`src/rtl/td4_pkg.sv`:
```
// TD4 shared definitions: opcode set, ALU mux select encodings and
// instruction-word field positions used by the control unit and decoder.
package td4_pkg;

  typedef enum logic [3:0] {
    OP_ADD_A    = 4'b0000,  // ADD A,Im
    OP_MOV_AB   = 4'b0001,  // MOV A,B
    OP_IN_A     = 4'b0010,  // IN  A
    OP_MOV_A_IM = 4'b0011,  // MOV A,Im
    OP_MOV_BA   = 4'b0100,  // MOV B,A
    OP_ADD_B    = 4'b0101,  // ADD B,Im
    OP_IN_B     = 4'b0110,  // IN  B
    OP_MOV_B_IM = 4'b0111,  // MOV B,Im
    OP_OUT_B    = 4'b1001,  // OUT B
    OP_OUT_IM   = 4'b1011,  // OUT Im
    OP_JNC      = 4'b1110,  // JNC Im
    OP_JMP      = 4'b1111   // JMP Im
  } opcode_e;

  typedef enum logic [1:0] {
    SEL_A    = 2'b00,
    SEL_B    = 2'b01,
    SEL_IN   = 2'b10,
    SEL_ZERO = 2'b11
  } sel_e;

  localparam int unsigned INSTR_W = 8;
  localparam int unsigned OPC_MSB = 7;
  localparam int unsigned OPC_LSB = 4;
  localparam int unsigned IM_MSB  = 3;
  localparam int unsigned IM_LSB  = 0;

endpackage

```
`src/rtl/td4_decoder.sv`:
```
// TD4 instruction decoder (purely combinational).
// Ports:
//   opcode   in  4  instruction opcode field
//   carry    in  1  registered carry flag (for JNC)
//   sel      out 2  ALU mux select
//   load_a   out 1  load strobe for register A
//   load_b   out 1  load strobe for register B
//   load_out out 1  load strobe for the OUT register
//   pc_load  out 1  jump taken: PC takes the immediate
module td4_decoder
  import td4_pkg::*;
(
  input  logic [3:0] opcode,
  input  logic       carry,
  output logic [1:0] sel,
  output logic       load_a,
  output logic       load_b,
  output logic       load_out,
  output logic       pc_load
);

  always_comb begin
    sel      = SEL_ZERO;
    load_a   = 1'b0;
    load_b   = 1'b0;
    load_out = 1'b0;
    pc_load  = 1'b0;
    case (opcode_e'(opcode))
      OP_ADD_A:    begin sel = SEL_A;    load_a   = 1'b1; end
      OP_MOV_AB:   begin sel = SEL_B;    load_a   = 1'b1; end
      OP_IN_A:     begin sel = SEL_IN;   load_a   = 1'b1; end
      OP_MOV_A_IM: begin sel = SEL_ZERO; load_a   = 1'b1; end
      OP_MOV_BA:   begin sel = SEL_A;    load_b   = 1'b1; end
      OP_ADD_B:    begin sel = SEL_B;    load_b   = 1'b1; end
      OP_IN_B:     begin sel = SEL_IN;   load_b   = 1'b1; end
      OP_MOV_B_IM: begin sel = SEL_ZERO; load_b   = 1'b1; end
      OP_OUT_B:    begin sel = SEL_B;    load_out = 1'b1; end
      OP_OUT_IM:   begin sel = SEL_ZERO; load_out = 1'b1; end
      OP_JNC:      begin sel = SEL_ZERO; pc_load  = ~carry; end
      OP_JMP:      begin sel = SEL_ZERO; pc_load  = 1'b1;   end
      default:     ;  // NOP
    endcase
  end

endmodule

```
`src/rtl/td4_control_unit.sv`:
```
// TD4 sequencing/decode stage: program counter, carry flag, halt detect,
// and decode of the ROM word into register load strobes and mux select.
// Ports:
//   CLK       in  1     system clock, rising edge
//   CLR       in  1     asynchronous active-low reset
//   EN        in  1     clock enable (0 freezes state, suppresses loads)
//   instr     in  8     ROM word at rom_addr ([7:4] opcode, [3:0] immediate)
//   alu_carry in  1     ALU adder carry-out for the current instruction
//   rom_addr  out PC_W  current program counter
//   im        out 4     immediate field
//   sel       out 2     ALU mux select
//   load_a    out 1     load strobe for register A
//   load_b    out 1     load strobe for register B
//   load_out  out 1     load strobe for the OUT register
//   carry     out 1     registered carry flag
//   halted    out 1     sticky jump-to-self indicator
module td4_control_unit
  import td4_pkg::*;
#(
  parameter int unsigned     PC_W     = 4,
  parameter logic [PC_W-1:0] RESET_PC = '0
) (
  input  logic            CLK,
  input  logic            CLR,
  input  logic            EN,
  input  logic [7:0]      instr,
  input  logic            alu_carry,
  output logic [PC_W-1:0] rom_addr,
  output logic [3:0]      im,
  output logic [1:0]      sel,
  output logic            load_a,
  output logic            load_b,
  output logic            load_out,
  output logic            carry,
  output logic            halted
);

  logic [PC_W-1:0] pc;
  logic [PC_W-1:0] target;
  logic            dec_load_a;
  logic            dec_load_b;
  logic            dec_load_out;
  logic            pc_load;
  logic            active;

  td4_decoder u_decoder (
    .opcode   (instr[OPC_MSB:OPC_LSB]),
    .carry    (carry),
    .sel      (sel),
    .load_a   (dec_load_a),
    .load_b   (dec_load_b),
    .load_out (dec_load_out),
    .pc_load  (pc_load)
  );

  assign im       = instr[IM_MSB:IM_LSB];
  assign target   = PC_W'(im);
  assign rom_addr = pc;

  // Strobes are qualified by reset as well as enable so that downstream
  // registers never load while the unit is held in reset.
  assign active   = EN & CLR;
  assign load_a   = dec_load_a   & active;
  assign load_b   = dec_load_b   & active;
  assign load_out = dec_load_out & active;

  always_ff @(posedge CLK or negedge CLR) begin
    if (!CLR) begin
      pc     <= RESET_PC;
      carry  <= 1'b0;
      halted <= 1'b0;
    end else if (EN) begin
      carry <= alu_carry;
      if (pc_load) begin
        pc <= target;
        if (target == pc) begin
          halted <= 1'b1;
        end
      end else begin
        pc <= pc + PC_W'(1);
      end
    end
  end

endmodule

```
`config.mk`:
```
export PLATFORM = sky130hd
export DESIGN_NAME = td4_control_unit
export DESIGN_NICKNAME = d
export VERILOG_FILES = /design/src/rtl/td4_pkg.sv /design/src/rtl/td4_decoder.sv /design/src/rtl/td4_control_unit.sv
export SDC_FILE = /design/constraint.sdc
export NUM_CORES = 1
export LEC_CHECK = 0
export CAP_MARGIN = 15
export CORE_AREA = 2 2 39 41
export DETAILED_ROUTE_END_ITERATION = 8
export DIE_AREA = 0 0 41 43
export MAX_ROUTING_LAYER = met4
export PLACE_DENSITY = 0.75
export SYNTH_ARGS = -nofsm -noshare
export SYNTH_HDL_FRONTEND = slang
export SYNTH_SLANG_ARGS = --single-unit
```
`constraint.sdc`:
```
create_clock -name CLK -period 1.8 [get_ports CLK]
set_input_delay 0.36 -clock CLK [delete_from_list [all_inputs] [get_ports CLK]]
set_output_delay 0.36 -clock CLK [all_outputs]
set_load 0.005 [all_outputs]
```
==> flow_summary_export.csv, run 1 <==
group,metric,value,unit
pwr,p_total,717,µW
floorplan,die_area,1760,µm²
finish,regArea,150,µm²
worst_setup_path,crit_buf_inv,2,
detailed_routing,detail-route-antenna-nets,0,
worst_setup_path,reg2reg_from,"carry",
worst_setup_path,worstPathRequired,1.44,ns
floorplan,core,1380,µm²
finish,final_nets,103,
sta,max_freq,572,MHz
logic_synthesis,syn_area_per_cell,9.34,µm²
logic_synthesis,yosysWarnings,0,
worst_setup_path,worstPathCellList,"dlygate4sd2_1 -> nand2b_4 -> a21o_2 -> clkdlybuf4s50_1",
logic_synthesis,synth_top_family_by_area,"simple AND/OR/NAND/NOR gates",
worst_setup_path,worstPathMaxFanout,3,
worst_setup_path,path_class,"in2out",
logic_synthesis,synth_xor_area_frac,0.0722,
detailed_routing,viasPerCell,5.07,
logic_synthesis,synth_top_area_frac,0.309,
detailed_routing,route.detailed.drc,0,
worst_hold_path,hp-class,"in2async",
cts,post_cts_buffers,0,
logic_synthesis,synth_area,485,µm²
logic_synthesis,synth_fa_ha_area_frac,0.0258,
global_route,grt_pass1_wl,2.24,mm
flow_run,maxCapViolCount,0,
pwr,cellPowerDensity,848,nW/µm²
global_route,antenna_found_initial,0,
sta,rsz0062_at_grt,"false",
worst_setup_path,cp-end-kind,"primary output",
cts,numCtsBuffers,3,
sta,finalCritPeriodShare,0.971,
logic_synthesis,synth-compound-area-share,0.206,
sta,worst_pin_slew,0.298,ns
floorplan,die_height,43,µm
finish,multiInputGateArea,294,µm²
logic_synthesis,synth_commonest_cells,"dfrtp_1, buf_4, inv_1",
placed_design,io_buffer_count,26,
worst_setup_path,crit_start,"instr[6]",
logic_synthesis,synth_mux_area_frac,0.0232,
logic_synthesis,synth.area.top_cells,"dfrtp_1, buf_4, xor2_1",
detailed_routing,routed_wl,1.39,mm
global_route,track_usage,0.195,
logic_synthesis,yosysMostFrequentCell,"dfrtp_1",
sta,fin_setup_tns,0,ns
logic_synthesis,synthSimpleGateAreaFrac,0.247,
global_route,overflow,0,
detailed_routing,vias,527,
global_route,grt_max_degree,12,
cts,htreeDepth,1,
pwr,max-vdd-ir-drop,0.467,mV
worst_setup_path,cp_top_family,"buffers and inverters",
cts,clkSinkCount,6,
worst_setup_path,critPathSlowestCell,"clkdlybuf4s50_1",
sta,setup_viol,0,
placed_design,place_congestion,0.844,
cts,clk_pin_slew_worst_paths,0.05,ns
cts,cts_tree,"built",
logic_synthesis,synth_seq_cells,6,
global_route,grt_pass1_vias,533,
pwr,leakage,0.401,nW
floorplan,initial_utilization,0.351,
sta,maxSlewHeadroom,0.801,
sta,hold_viol_final,0,
cts,clk_latency,0.25,ns
logic_synthesis,yosys_most_used_dff,"dfrtp_1",
finish,insertedDiodeCount,0,
sta,drv_slew,0,
finish,drive_gt1_frac,0.295,
logic_synthesis,synth_cell_type_count,34,
detailed_routing,drtIter0Drc,8,
cts,cts.path.max_buffers,2,
worst_setup_path,slowest_delay,0.43,ns
finish,area_growth,74.2,%
sta,skew,0.000283,ns
sta,period_needed,1.75,ns
detailed_routing,drt-wirelength-per-cell,13.4,µm
outcome,status,"complete, no violations",
logic_synthesis,yosysTopAreaCell,"dfrtp_1",
floorplan,io_pins,27,
placed_design,place_inst,101,
detailed_routing,firstDrtPassIters,4,
logic_synthesis,synth-async-reset-ratio,1.00,
finish,fillers,132,
floorplan,die-width,41,µm
placed_design,hpwl,1.05,mm
logic_synthesis,syn_inst,52,
cts,cts_hold_buf,0,
worst_setup_path,worst_ep_arrival_time,1.39,ns
cts,root_buffer,"clkbuf_4",
logic_synthesis,synth_sequential_area_ratio,0.309,
logic_synthesis,synth-edff-count,0,
logic_synthesis,syn-num-nets,65,
worst_setup_path,startpoint_type,"primary input",
floorplan,std_cell_rows,14,
finish,fin_cells,104,
## timing repair
action,4_1_cts,5_1_grt
gates resized for setup,8,3
endpoints found under the hold margin,0,0
setup endpoints to repair,5,2
## state kept, by name (all words and copies together) (netlist names)
name	flops
halted	1
rom_addr	4
carry	1
## layout by cell type (no fill, tap or decap), types with 2 or more instances in the layout
cell,n
a31oi_1,2
buf_4,12
clkbuf_4,3
clkdlybuf4s50_1,18
dfrtp_1,6
dlygate4sd2_1,7
inv_1,4
nor2_1,2
nor3_1,3
xor2_1,3
## path summary, 6_finish.rpt
path / to / slack (ns) / cells past startpoint
min in group CLK: halted / 0.47 / 1
worst max-delay path: sel[1] / 0.05 / 4
worst min register to register: halted / 0.47 / 1
max in group asynchronous: halted / 1.23 / 2
worst max register to register: rom_addr[0] / 0.56 / 4
worst min-delay path: rom_addr[0] / 0.45 / 2
## per-layer routing
metal | part of all wire | up-vias | wire, µm | track usage
met1 | 0.42 | 244 | 587 | 0.222
met3 | 0.068 | 2 | 95 | 0.0471
met4 | 0.0050 | 0 | 7 | 0.100
met2 | 0.50 | 21 | 701 | 0.303
met5 | 0 | - | 0 | -
li1 | - | 260 | - | -
## layout make-up
class / instances / share of cell area
repair buffers: 38 / 0.407
well taps: 16 / 0.0237
clock buffers: 3 / 0.0266
multi-input cells: 37 / 0.348
inverters: 4 / 0.0178
flip-flops and latches: 6 / 0.178
## worst register-to-register path, cell delays in order, from the launching register on
cell      delay [ns]
dfrtp_1         0.39
nor2b_1         0.18
buf_4           0.15
o311ai_0        0.29
o21ai_1         0.10
## cell families (layout without fill, tap and decap cells)
family          after synthesis  in the layout
compound gates               12             12
xor+xnor                      4              4
fa+ha+maj                     1              1
buf+inv                       9             45
flops                         6              6
mux                           1              1
simple gates                 19             19
## through the flow
stage	setup slack (ns)	utilization	cell area [µm²]	hold WS, ns
5_1_grt	0.0125	0.611	846	0.446
4_1_cts	0.0100	0.604	836	0.426
3_3_place_gp	-0.251	0.589	815	0.454
6_report	0.0530	0.611	846	0.452
3_5_place_dp	-0.275	0.589	815	0.458
2_1_floorplan	0.666	-	485	0.0644
## power breakdown
part,total [mW],internal [mW],switching (mW)
logic,0.345,0.223,0.123
clock network,0.133,0.0760,0.0570
registers,0.239,0.183,0.0558
total,0.717,0.482,0.235
No activity file was read; power rests on OpenSTA's default activity.
==> inputs of run 2 (changes only) <==
--- a/config.mk
+++ b/config.mk
@@ -6,11 +6,12 @@
 export NUM_CORES = 1
 export LEC_CHECK = 0
 export CAP_MARGIN = 15
-export CORE_AREA = 2 2 39 41
+export CORE_MARGIN = 2
+export CORE_UTILIZATION = 30
 export DETAILED_ROUTE_END_ITERATION = 8
-export DIE_AREA = 0 0 41 43
 export MAX_ROUTING_LAYER = met4
-export PLACE_DENSITY = 0.75
+export PLACE_DENSITY_LB_ADDON = 0.08
+export SETUP_SLACK_MARGIN = 0.4
 export SYNTH_ARGS = -nofsm -noshare
 export SYNTH_HDL_FRONTEND = slang
 export SYNTH_SLANG_ARGS = --single-unit
==> run 2 against run 1 <==
Design area shrank 3.3%. Setup slack gained 0.40 ns. Via count grew 3.2%. Register-to-register slack is essentially flat. Global-route usage shrank 3.8 points. Sequential cell count is the same. Non-clock buffer count grew 3. Critical path depth shrank 1. Worst hold slack lost 0.28 ns. Utilization shrank 6.8 points. Critical endpoint is now sel[0]. Highest routed layer unchanged.
==> flow_summary_export.csv, run 2 (same netlist as run 1, synthesis figures left out) <==
group,metric,value,unit
outcome,status,"complete, no violations",
floorplan,initial_utilization,0.322,
cts,root_buffer,"clkbuf_4",
floorplan,die-width,44.2,µm
worst_setup_path,path_class,"in2out",
finish,design_area,818,µm²
worst_setup_path,worstPathRequired,1.44,ns
placed_design,io_buffer_count,26,
sta,period_needed,1.35,ns
worst_hold_path,hp-class,"in2async",
finish,largest_reg_flops,4,
cts,numCtsBuffers,3,
sta,finalCritPeriodShare,0.748,
pwr,leakage,0.408,nW
floorplan,die_height,44.2,µm
sta,setup_viol,0,
pwr,max-vdd-ir-drop,0.380,mV
finish,fin_cells,107,
detailed_routing,detail-route-antenna-nets,0,
flow_run,maxCapViolCount,0,
worst_setup_path,crit_start,"instr[7]",
sta,max_freq,742,MHz
global_route,antenna_found_initial,0,
finish,final_common_cell,"buf_4",
worst_setup_path,rr_worst_depth,5,
global_route,grt_pass1_wl,2.15,mm
finish,drive_gt1_frac,0.462,
worst_setup_path,r2r-end,"rom_addr[2]",
worst_setup_path,startpoint_type,"primary input",
cts,cts_tree,"built",
floorplan,core,1510,µm²
detailed_routing,drtIter0Drc,12,
cts,cts.path.max_buffers,2,
worst_setup_path,reg2reg_from,"rom_addr[1]",
global_route,grt_max_degree,12,
finish,fillers,155,
sta,holdWs,0.173,ns
finish,final_nets,106,
detailed_routing,routed_wl,1.21,mm
cts,htreeDepth,1,
finish,insertedDiodeCount,0,
detailed_routing,firstDrtPassIters,4,
floorplan,io_pins,27,
placed_design,hpwl,984,µm
sta,drv_slew,0,
sta,rsz0062_at_grt,"false",
worst_setup_path,slowest_delay,0.29,ns
global_route,grt_pass1_vias,481,
worst_setup_path,worstPathCellList,"buf_2 -> or2_2 -> clkdlybuf4s15_1",
sta,worst_pin_slew,0.266,ns
worst_setup_path,critPathSlowestCell,"or2_2",
worst_setup_path,cp-end-kind,"primary output",
detailed_routing,viasPerCell,5.08,
cts,clk_latency,0.24,ns
global_route,overflow,0,
finish,final_util,0.543,
pwr,cellPowerDensity,862,nW/µm²
sta,maxSlewHeadroom,0.821,
sta,hold_viol_final,0,
worst_setup_path,crit_buf_inv,2,
global_route,track_usage,0.158,
worst_setup_path,r2r_setup_slack,0.55,ns
worst_setup_path,worst_ep_arrival_time,0.99,ns
detailed_routing,route.detailed.drc,0,
detailed_routing,vias,544,
cts,clkSinkCount,6,
floorplan,die_area,1960,µm²
placed_design,place_inst,100,
sta,fin_setup_tns,0,ns
finish,area_growth,68.6,%
finish,layout_common_cells,"buf_4, dlygate4sd2_1, buf_2",
cts,clk_pin_slew_worst_paths,0.04,ns
worst_setup_path,worstPathMaxFanout,6,
placed_design,place_congestion,0.704,
worst_setup_path,cp_top_family,"buffers and inverters",
placed_design,placedInstanceArea,807,µm²
sta,skew,0.000136,ns
floorplan,std_cell_rows,14,
detailed_routing,drt-wirelength-per-cell,11.3,µm
[run 2: cell types whose count changed in the layout (fill, tap and decap cells not counted)]
| cell | delta |
|---|---|
| nor3_1 | -2 |
| dlygate4sd2_1 | +2 |
| nor3_2 | +2 |
| clkdlybuf4s15_1 | +1 |
| dlymetal6s2s_1 | -1 |
| buf_4 | +3 |
| buf_2 | +9 |
| clkdlybuf4s50_1 | -13 |
| clkbuf_2 | +2 |
[run 2: final cells by class]
cell class	count	area [µm²]	area share
tap	16	20.0	0.0245
sequential	6	150	0.183
clock buffer	3	22.5	0.0275
timing repair buffer	41	307	0.375
inverter	4	15.0	0.0183
multi-input combinational	37	304	0.372
[run 2: repair_timing]
item / in CTS / in global routing
hold buffers: 0 / 0
pin swaps: 1 / 0
gates resized for setup: 54 / 3
buffers inserted: 4 / 0
endpoints found under the setup margin: 20 / 3
[run 2: metal layers]
layer	vias up	GRT usage	routed length (µm)
li1	270	-	-
met5	-	-	0
met1	247	0.204	503
met2	22	0.232	592
met4	0	0.0727	21
met3	5	0.0367	93
[run 2: how the worst max path moves through the flow]
| stage | cells past startpoint | end | slack, ns |
|---|---|---|---|
| 6_report | 3 | sel[0] | 0.45 |
| 5_1_grt | 4 | load_b | 0.41 |
| 4_1_cts | 2 | im[0] | 0.40 |
| 3_5_place_dp | 4 | load_out | -0.27 |
| 3_3_place_gp | 4 | load_out | -0.25 |
| 2_1_floorplan | 4 | rom_addr[2] | 0.67 |
[run 2: per-stage QoR]
stage               worst slack, ns  total power, mW
floorplan                     0.666            0.394
global route                  0.412            0.765
CTS                           0.401            0.715
detailed placement           -0.273            0.579
global placement             -0.254            0.575
finish                        0.453            0.705
[run 2: report_power, final]
group | total, mW | internal [mW] | switching [mW]
sequential | 0.208 | 0.183 | 0.0247
combinational | 0.377 | 0.222 | 0.155
clock | 0.121 | 0.0752 | 0.0457
total | 0.705 | 0.480 | 0.225
==> inputs of run 3 (changes only) <==
==> constraint.sdc (replaced) <==
create_clock -name CLK -period 1.25 [get_ports CLK]
set_input_delay 0.25 -clock CLK [delete_from_list [all_inputs] [get_ports CLK]]
set_output_delay 0.25 -clock CLK [all_outputs]
set_load 0.005 [all_outputs]
==> run 3 against run 2 <==
First-iteration DRC count is 42% lower. Clock skew grew 0.0061 ns. Count of clock-buffer cells in the layout up 1. Via count increased by 5.0%. Clock power up 60%. Combinational power increased by 93%. Largest cell class unchanged. Final cell count rose by 7.5%. Sequential share of layout area shrank 3.1 points. Sequential power is 44% higher.
==> flow_summary_export.csv, run 3 (same netlist as run 1, synthesis figures left out) <==
group,metric,value,unit
placed_design,hpwl,1.06,mm
floorplan,initial_utilization,0.322,
floorplan,std_cell_rows,14,
global_route,grt_max_degree,12,
finish,fin_cells,115,
cts,cts_tree,"built",
detailed_routing,detail-route-antenna-nets,0,
floorplan,io_pins,27,
pwr,cellPowerDensity,1230,nW/µm²
global_route,track_usage,0.164,
global_route,grt_pass1_vias,494,
placed_design,io_buffer_count,26,
sta,maxSlewHeadroom,0.827,
finish,final_nets,113,
worst_setup_path,worst_ep_arrival_time,1.33,ns
sta,holdWs,0.392,ns
worst_setup_path,cp-end-kind,"register",
floorplan,die_area,1960,µm²
sta,finalCritPeriodShare,0.964,
sta,setup_viol,0,
cts,clkSinkCount,6,
flow_run,maxCapViolCount,0,
detailed_routing,viasPerCell,4.97,
sta,hold_viol_final,0,
floorplan,die-width,44.2,µm
sta,worst_pin_slew,0.258,ns
sta,max_freq,830,MHz
cts,root_buffer,"clkbuf_4",
detailed_routing,route.detailed.drc,0,
cts,htreeDepth,1,
detailed_routing,drt-wirelength-per-cell,13.4,µm
cts,clk_pin_slew_worst_paths,0.05,ns
finish,final_common_cell,"buf_4",
detailed_routing,routed_wl,1.54,mm
sta,drv_slew,0,
cts,numCtsBuffers,3,
detailed_routing,firstDrtPassIters,4,
finish,fillers,131,
worst_setup_path,rr_worst_depth,5,
placed_design,place_inst,102,
worst_setup_path,worstPathRequired,1.37,ns
finish,area_growth,105,%
detailed_routing,drtIter0Drc,7,
worst_setup_path,path_class,"reg2reg",
worst_setup_path,r2r_setup_slack,0.04,ns
floorplan,core,1510,µm²
sta,fin_setup_tns,0,ns
detailed_routing,vias,571,
pwr,leakage,0.478,nW
finish,layout_common_cells,"buf_4, buf_2, dfrtp_1, buf_6, clkdlybuf4s15_1",
finish,insertedDiodeCount,0,
worst_hold_path,hp-class,"in2reg",
global_route,overflow,0,
sta,skew,0.00623,ns
global_route,antenna_found_initial,0,
placed_design,place_ws,-0.583,ns
sta,rsz0062_at_grt,"true",
cts,clk_latency,0.25,ns
outcome,status,"complete, no violations",
worst_setup_path,worstPathMaxFanout,3,
pwr,max-vdd-ir-drop,0.963,mV
worst_hold_path,holdPathStages,3,
finish,design_area,995,µm²
finish,drive_gt1_frac,0.636,
placed_design,place_congestion,0.718,
worst_setup_path,startpoint_type,"register",
floorplan,die_height,44.2,µm
sta,period_needed,1.21,ns
sta,timing.final.ws_setup,0.0446,ns
finish,regArea,151,µm²
global_route,grt_pass1_wl,2.25,mm
placed_design,placedInstanceArea,858,µm²
cts,cts.path.max_buffers,2,
finish,multiInputGateArea,379,µm²
finish,largest_reg_flops,4,
[run 3: cell count changes in the layout (fill, tap and decap cells not counted), sizes merged]
cell	previous run	this run
dlygate4sd3	0	1
buf	24	40
dlygate4sd2	9	1
clkdlybuf4s50	5	1
clkdlybuf4s15	1	5
clkbuf	5	4
[run 3: layout make-up]
cell class	instances	share of cell area
Timing Repair Buffer	48	0.405
Sequential cell	6	0.152
Clock buffer	4	0.0264
Inverter	4	0.0151
Multi-Input combinational cell	37	0.381
Tap cell	16	0.0201
[run 3: metrics by stage]
step                utilization  power [mW]
floorplan                     -       0.594
global placement          0.570       0.897
detailed placement        0.570       0.902
CTS                       0.605        1.14
global route              0.660        1.30
finish                    0.660        1.22
[run 3: critical path: stages, from the launching register on]
cell and delay (ns):
dfrtp_2 0.40, buf_6 0.12, ha_4 0.15, nand3b_1 0.09, a22oi_2 0.06, a221o_1 0.26
[run 3: per-layer routing]
layer | vias to the layer above | part of all wire | global-route usage | wire (µm)
li1 | 280 | - | - | -
met1 | 271 | 0.43 | 0.198 | 658
met2 | 20 | 0.49 | 0.259 | 760
met3 | 0 | 0.079 | 0.0776 | 122
met4 | 0 | 0 | 0.0182 | 0
met5 | - | 0 | - | 0
[run 3: final timing paths]
path,start,end
worst max-delay path,rom_addr[1],rom_addr[2]
worst min-delay path,EN,rom_addr[1]
worst max register to register,rom_addr[1],rom_addr[2]
worst min register to register,halted,halted
max in group asynchronous,CLR,rom_addr[1]
min in group asynchronous,CLR,carry
[run 3: report_power, final]
part	switching [mW]	internal (mW)	total (mW)	leakage, nW
sequential	0.0348	0.266	0.300	0.0687
combinational	0.285	0.441	0.726	0.395
clock	0.0724	0.121	0.194	0.0150
[run 3: what timing repair did]
item | 4_1_cts | 5_1_grt
cloned | 0 | 0
pin swaps | 7 | 4
setup endpoints to repair | 21 | 16
hold buffers | 1 | 0
buffers inserted | 6 | 2
resized for setup | 101 | 12
endpoints found under the hold margin | 6 | 0
